File: src/rtl/instr_fetch.sv
// Instruction fetch: fetch PC, single outstanding imem request, 2-entry {pc, instr} FIFO to decode.
// Optional FETCH_MISALIGN_EN adds a sticky misaligned-redirect flag that halts fetching until reset.
module instr_fetch #(
  parameter int               WIDTH    = 32,
  parameter logic [WIDTH-1:0] RESET_PC = '0
) (
  input  logic             clk,
  input  logic             rst,
  output logic             imem_req_valid,
  output logic [WIDTH-1:0] imem_req_addr,
  input  logic             imem_req_ready,
  input  logic             imem_rsp_valid,
  input  logic [WIDTH-1:0] imem_rsp_data,
  input  logic             redirect_valid,
  input  logic [WIDTH-1:0] redirect_pc,
  output logic             out_valid,
  output logic [WIDTH-1:0] out_instr,
  output logic [WIDTH-1:0] out_pc,
  input  logic             out_ready
`ifdef FETCH_MISALIGN_EN
  ,
  output logic             misalign
`endif
);

  typedef enum logic [1:0] {
    S_RUN,
    S_WAIT,
    S_DROP
  } state_e;

  state_e                     state_q, state_d;
  logic [WIDTH-1:0]           pc_q, pc_d;
  logic [WIDTH-1:0]           req_pc_q, req_pc_d;
  logic [1:0]                 cnt_q, cnt_d;
  logic [1:0][WIDTH-1:0]      ent_pc_q, ent_pc_d;
  logic [1:0][WIDTH-1:0]      ent_instr_q, ent_instr_d;
  logic                       misal_q, misal_d;

  logic             accept;
  logic             push;
  logic             pop;
  logic             redir_bad;
  logic [WIDTH-1:0] redir_pc;

`ifdef FETCH_MISALIGN_EN
  assign redir_pc  = redirect_pc;
  assign redir_bad = redirect_valid && (redirect_pc[1:0] != 2'b00);
`else
  assign redir_pc  = redirect_pc & ~WIDTH'(3);
  assign redir_bad = 1'b0;
`endif

  // Only RUN has no response in flight, so count<2 already covers the slot reservation.
  assign imem_req_valid = (state_q == S_RUN) && !rst && (cnt_q < 2'd2) && !misal_q;
  assign imem_req_addr  = pc_q;
  assign accept         = imem_req_valid && imem_req_ready;
  assign push           = (state_q == S_WAIT) && imem_rsp_valid && !redirect_valid;

  assign out_valid = !rst && (cnt_q != 2'd0);
  assign out_instr = rst ? '0 : ent_instr_q[0];
  assign out_pc    = rst ? '0 : ent_pc_q[0];
  assign pop       = out_valid && out_ready;

`ifdef FETCH_MISALIGN_EN
  assign misalign = !rst && misal_q;
`endif

  always_comb begin
    state_d = state_q;
    case (state_q)
      S_RUN:   if (accept) state_d = S_WAIT;
      S_WAIT:  if (imem_rsp_valid) state_d = S_RUN;
      S_DROP:  if (imem_rsp_valid) state_d = S_RUN;
      default: state_d = S_RUN;
    endcase
    // A redirect turns any in-flight response into one to throw away.
    if (redirect_valid) begin
      if (state_q == S_RUN) state_d = accept ? S_DROP : S_RUN;
      else                  state_d = imem_rsp_valid ? S_RUN : S_DROP;
    end
  end

  always_comb begin
    pc_d     = pc_q;
    req_pc_d = req_pc_q;
    if (accept) begin
      pc_d     = pc_q + WIDTH'(4);
      req_pc_d = pc_q;
    end
    if (redirect_valid) pc_d = redir_pc;
    misal_d = misal_q | redir_bad;
  end

  always_comb begin
    cnt_d       = cnt_q;
    ent_pc_d    = ent_pc_q;
    ent_instr_d = ent_instr_q;
    if (redirect_valid) begin
      cnt_d = 2'd0;
    end else if (push && pop) begin
      if (cnt_q == 2'd2) begin
        ent_pc_d[0]    = ent_pc_q[1];
        ent_instr_d[0] = ent_instr_q[1];
        ent_pc_d[1]    = req_pc_q;
        ent_instr_d[1] = imem_rsp_data;
      end else begin
        ent_pc_d[0]    = req_pc_q;
        ent_instr_d[0] = imem_rsp_data;
      end
    end else if (push) begin
      ent_pc_d[cnt_q[0]]    = req_pc_q;
      ent_instr_d[cnt_q[0]] = imem_rsp_data;
      cnt_d                 = cnt_q + 2'd1;
    end else if (pop) begin
      ent_pc_d[0]    = ent_pc_q[1];
      ent_instr_d[0] = ent_instr_q[1];
      cnt_d          = cnt_q - 2'd1;
    end
  end

  always_ff @(posedge clk) begin
    if (rst) begin
      state_q     <= S_RUN;
      pc_q        <= RESET_PC;
      req_pc_q    <= '0;
      cnt_q       <= 2'd0;
      ent_pc_q    <= '0;
      ent_instr_q <= '0;
      misal_q     <= 1'b0;
    end else begin
      state_q     <= state_d;
      pc_q        <= pc_d;
      req_pc_q    <= req_pc_d;
      cnt_q       <= cnt_d;
      ent_pc_q    <= ent_pc_d;
      ent_instr_q <= ent_instr_d;
      misal_q     <= misal_d;
    end
  end

endmodule
File: config.mk
export PLATFORM = sky130hd
export DESIGN_NAME = instr_fetch
export DESIGN_NICKNAME = d
export VERILOG_FILES = /design/src/rtl/instr_fetch.sv
export SDC_FILE = /design/constraint.sdc
export NUM_CORES = 1
export LEC_CHECK = 0
export ABC_AREA = 1
export BUFFER_PORTS_ARGS = -buffer_cell sky130_fd_sc_hd__buf_2
export CAP_MARGIN = 30
export CORE_UTILIZATION = 59
export CTS_BUF_LIST = sky130_fd_sc_hd__clkbuf_4
export CTS_CLUSTER_SIZE = 40
export DETAILED_ROUTE_END_ITERATION = 8
export PLACE_DENSITY = 0.91
export SLEW_MARGIN = 15
export SYNTH_ARGS = -nofsm -noshare
export SYNTH_HDL_FRONTEND = slang
export SYNTH_SLANG_ARGS = --single-unit
File: constraint.sdc
create_clock -name clk -period 3.1 [get_ports clk]
set_clock_uncertainty 0.2 [all_clocks]
set_input_delay 0.465 -clock clk [delete_from_list [all_inputs] [get_ports clk]]
set_output_delay 0.465 -clock clk [all_outputs]
set_load 0.02 [all_outputs]
Yosys cells after proc, flatten, opt, wreduce, memory -nomap -nowiden
Cells that the tools add are included.

storage, ports and cells
  bits in registers = 196
  word-level logic and storage cells = 75

cells by class
  $add $sub $neg = 3
  $lt $le $gt $ge = 3
  eq/ne operators = 6
  muxes and demuxes = 29
  bitwise operators = 2
  reductions and logical operators = 23

operators by type and width
  operator                                                                number
  32-bit two-way mux                                                      15
  64-bit bitwise mux                                                      2
  64-bit two-way mux                                                      2
  32-bit by 3-bit adder with 32-bit output (second input constant)        1
  32-bit demux with 1-bit select                                          1
  2-bit two-way mux                                                       8
  1-bit logical AND                                                       9
  2-bit nonzero test                                                      4
  2-bit AND reduction                                                     3
  2-bit equality test (second input constant)                             2
  2-bit case mux with 2 select lines                                      1
  2-bit OR reduction                                                      2
  3-bit by 1-bit != test with 1-bit output (second input constant)        1
  3-bit != test (second input constant)                                   1
  3-bit AND reduction                                                     1
  3-bit nonzero test                                                      1
  2-bit by 1-bit adder with 2-bit output (second input constant)          1
  2-bit by 1-bit equality test with 1-bit output (second input constant)  1
  1-bit zero test                                                         2
  2-bit zero test                                                         1
  1-bit by 2-bit < comparator with 1-bit output (second input constant)   1
  2-bit < comparator (second input constant)                              1
  2-bit by 1-bit != test with 1-bit output (second input constant)        1
  1-bit inverter                                                          2
  2 further kinds                                                         2

Longest topological paths before layout
  word-level depth = 7
  gate-level depth with buffers = 14
  gate-level depth less buffers = 12

Worst setup path before layout
Ideal clock, no wire load.

  path type = input -> register
  start point = in rst
  end point = reg ent_instr_q[10] (netlist name)
  data arrival time = 2.119 ns
  data required time = 2.830 ns
  slack = 0.711 ns
  stages on the path = 11
  buffers on the path = 3
  path through = a21oi_2 -> nand2_1 -> inv_1 -> ha_1 -> buf_2 -> clkbuf_1 -> buf_1 -> o211ai_1 -> o31ai_1 -> inv_1 -> a21oi_1

on the way
  word-level cells in the longest chain between the ends = 6
  elaborated cells between the ends (all ways) = 7
  classes of those cells = mux (1); reduce/logical (6)

RTL lines
  element                        RTL line  RTL
  start: declaration             8         input logic rst,
  1-bit zero test                60        assign out_valid = !rst && (cnt_q != 2'd0);
  1-bit logical AND              60
  1-bit logical AND              63        assign pop = out_valid && out_ready;
  1-bit logical AND              101       end else if (push && pop) begin
  3-bit nonzero test (no line)   n/a
  2-bit AND reduction (no line)  n/a
  end signal: assignment         137       ent_instr_q <= ent_instr_d;
  end: declaration               37        logic [1:0][WIDTH-1:0] ent_instr_q, ent_instr_d;

Parallel ways exist; a longest one is shown, timed or not.
A chain may end at the register's enable or synchronous reset.

Worst setup path in the final report
  start point = reg state_q[1]
  end point = out imem_req_valid

on the way
  word-level cells in the longest chain between the ends = 3

RTL lines
  element                         RTL line  RTL
  start: declaration              32        state_e state_q, state_d;
  start signal: assignment        132       state_q <= state_d;
  2-bit zero test                 55        assign imem_req_valid = (state_q == S_RUN) && !rst && (cnt_q < 2'd2) && !misal_q;
  1-bit logical AND (2 in a row)  55
  end: declaration                9         output logic imem_req_valid,

No other way between the ends.

==> metrics <==
run status=finished, final reports clean; Syn Inst Count=1,620; placed cell count=1,901; Slew headroom=44.81%; Cell variety after synth=29; sequential area share after synthesis=36.02%; grt ovf=0; Post-synth ARST share=0%; Clock Root Buffer=clkbuf_4; max-slew violations=0; TritonCTS Buffers=17; Peak VDD IR=0.2821 mV; average wire per standard cell=14.82 um; Syn. warnings=0; first-pass GRT wire length=47,460 um; setup TNS=0 ps; initial antenna violation count=1; Die W=135.4 um; Fill cells=1,445; Die Y=135.4 um; drt total wl=29,100 um; final instance area=11,930 um2; Cell Pwr Density=392.7 nW/um2; final core occ=68.75%; Worst EP required=2430 ps; critical path capture point type=output pin; most frequent cell after synthesis=nand2_1; Final HPWL DP=17,310 um; Final WS setup=532.5 ps; Avg Inst Size Synth=6.485 um2; die area=18,340 um2; area leader, netlist=dfxtp_1; Synth top area share=36.02%; vias per cell=5.764; layout cells sized above 1=13.31%; DR iter-0 viols=1,081; slowest cell on the critical path=dfxtp_1; total number of vias=11,314; Power Total=4.686 mW; Clock Latency Late Sink=600 ps; worst path cell trace=inv_1, ha_1, inv_1, nor3_1, buf_2; ys flop type=dfxtp_1; static leakage=5.098 nW; Slowest Stage Delay on Critical Path=360 ps; met3 GRT Util=4.714%; met2 usage=51.79%; RSZ-0062 raised after global routing=false; final setup fails=0; most frequent cells after synthesis=251 x nand2_1, 246 x inv_1, 238 x a21oi_1, 189 x dfxtp_1, 177 x nor2_1; router iterations before antenna repair=5; Placed Instance Area=11,340 um2; Area Growth Syn to Fin=13.59%; Worst Hold Class=primary input to flop; Worst Tran Pin Value=827.8 ps; Clock Path Buffers=2; kind of critical path=flop to output pin; GRT Overall Usage=31.73%; synth top area cells=dfxtp_1 36%, a21oi_1 11%, nand2_1 9.0%; fmax=0.3895 GHz; fin nets=1,797; vias in the first global route=10,182; I/O Pins=168; # H-tree levels=4; crit path launch type=flop; hold_ws=21.35 ps; DRC viols=0; max_cap viols=0; final hold vios=0; Final period util=82.82%; met1 GRT Util=41.23%; min Tclk post-route=2567 ps; clock slew at reported path FFs=160 ps; input/output buffers=163; Core Region=17,360 um2; # rows=48; Sink Count=189; Critical Path Fanout Max=4; Top cell by count, worst path=inv_1; R2R setup slack=580 ps; synthesized area=10,510 um2; Buf/Inv on CP=3; pre-CTS setup slack=589.6 ps; critical path's top delay family=buffers and inverters; gp weighted congestion=0.9435; grt peak-use layer=met2; CTS tree=done; flops & latches, synth=189; Finished Layout Cells=1,963; arrival time worst endpoint=1900 ps; Post-synth EDFFs=0; DRT antenna net count=0; largest net degree at the start of global routing=161; Starting Density=60.52%
-- registers in the layout (all words and copies together) (netlist names) --
register / flops
cnt_q: 2
ent_instr_q: 64
ent_pc_q: 61
state_q: 2
req_pc_q: 30
imem_req_addr: 30
-- metal layers --
layer  share of wire, %  vias up  routed length (um)
li1                   -     5557                   -
met5                  0        -                   0
met1                 41     5108               11800
met3                 10       72                2929
met2                 47      577               13660
met4                2.4        0                 709
-- what timing repair did --
action | CTS | global route
hold buffers | 28 | 0
gates resized for setup | 0 | 0
endpoints found under the hold margin | 28 | 0
setup buffers | 0 | 0
-- worst paths after layout --
path                                  startpoint               to  cells after the start
worst min register to register       ent_pc_q[1]      ent_pc_q[1]                      2
worst max register to register          cnt_q[1]     ent_pc_q[61]                     13
worst min-delay path            imem_rsp_data[7]  ent_instr_q[39]                      5
worst max-delay path                  state_q[1]   imem_req_valid                      5
-- final cells by class --
type | instances | area (um2) | share of cell area [%]
multi-input cells | 1052 | 5245 | 43.96
flip-flops and latches | 189 | 3784 | 31.71
repair buffers | 212 | 1369 | 11.47
inverters | 251 | 944.7 | 7.917
well taps | 225 | 281.5 | 2.359
clock inverters | 14 | 168.9 | 1.416
clock buffers | 18 | 135.1 | 1.132
diodes | 2 | 5.005 | 0.04194
-- cell families after synthesis --
family	Yosys count	synth area share, %
other	1	0.03570
adders and majority gates	4	0.4764
buffers and inverters	380	14.38
AOI/OAI and AO/OA	495	27.44
DFF	189	36.02
and+or+nand+nor	543	20.99
xor gates and xnor gates	8	0.6670
-- power breakdown --
part | leakage (nW) | internal (mW) | total (mW) | switching, mW
registers | 1.53 | 2.51 | 2.57 | 0.0597
clock network | 0.151 | 0.568 | 1.46 | 0.890
logic | 3.41 | 0.212 | 0.657 | 0.445
total | 5.10 | 3.29 | 4.69 | 1.39
-- tightest hold or removal path: cells and delay by family --
family | cells | cell delay (ps)
buffers and inverters | 2 | 130
AND/OR/NAND/NOR | 3 | 200
-- cells in the final DEF, fill, tap and decap left out, types with 2 or more instances in the layout --
| master | synthesis | final |
|---|---|---|
| a21oi_1 | 238 | 238 |
| a31oi_1 | 68 | 68 |
| and2_1 | 2 | 2 |
| buf_12 | 0 | 9 |
| buf_2 | 34 | 162 |
| buf_4 | 11 | 13 |
| bufinv_16 | 0 | 3 |
| clkbuf_4 | 0 | 18 |
| clkinv_2 | 0 | 3 |
| clkinvlp_4 | 0 | 5 |
| conb_1 | 1 | 2 |
| dfxtp_1 | 189 | 189 |
| diode_2 | 0 | 2 |
| dlygate4sd3_1 | 0 | 28 |
| ha_1 | 4 | 3 |
| inv_1 | 246 | 245 |
| inv_2 | 5 | 5 |
| inv_6 | 0 | 2 |
| nand2_1 | 251 | 249 |
| nand2_2 | 2 | 3 |
| nand3_1 | 101 | 101 |
| nand3b_1 | 3 | 3 |
| nand4_1 | 2 | 2 |
| nor2_1 | 177 | 177 |
| nor3_1 | 3 | 3 |
| o211ai_1 | 62 | 62 |
| o21ai_0 | 62 | 62 |
| o31ai_1 | 62 | 62 |
| xnor2_1 | 3 | 3 |
| xor2_1 | 5 | 5 |
Note: power is estimated with default switching activity, not from simulation.
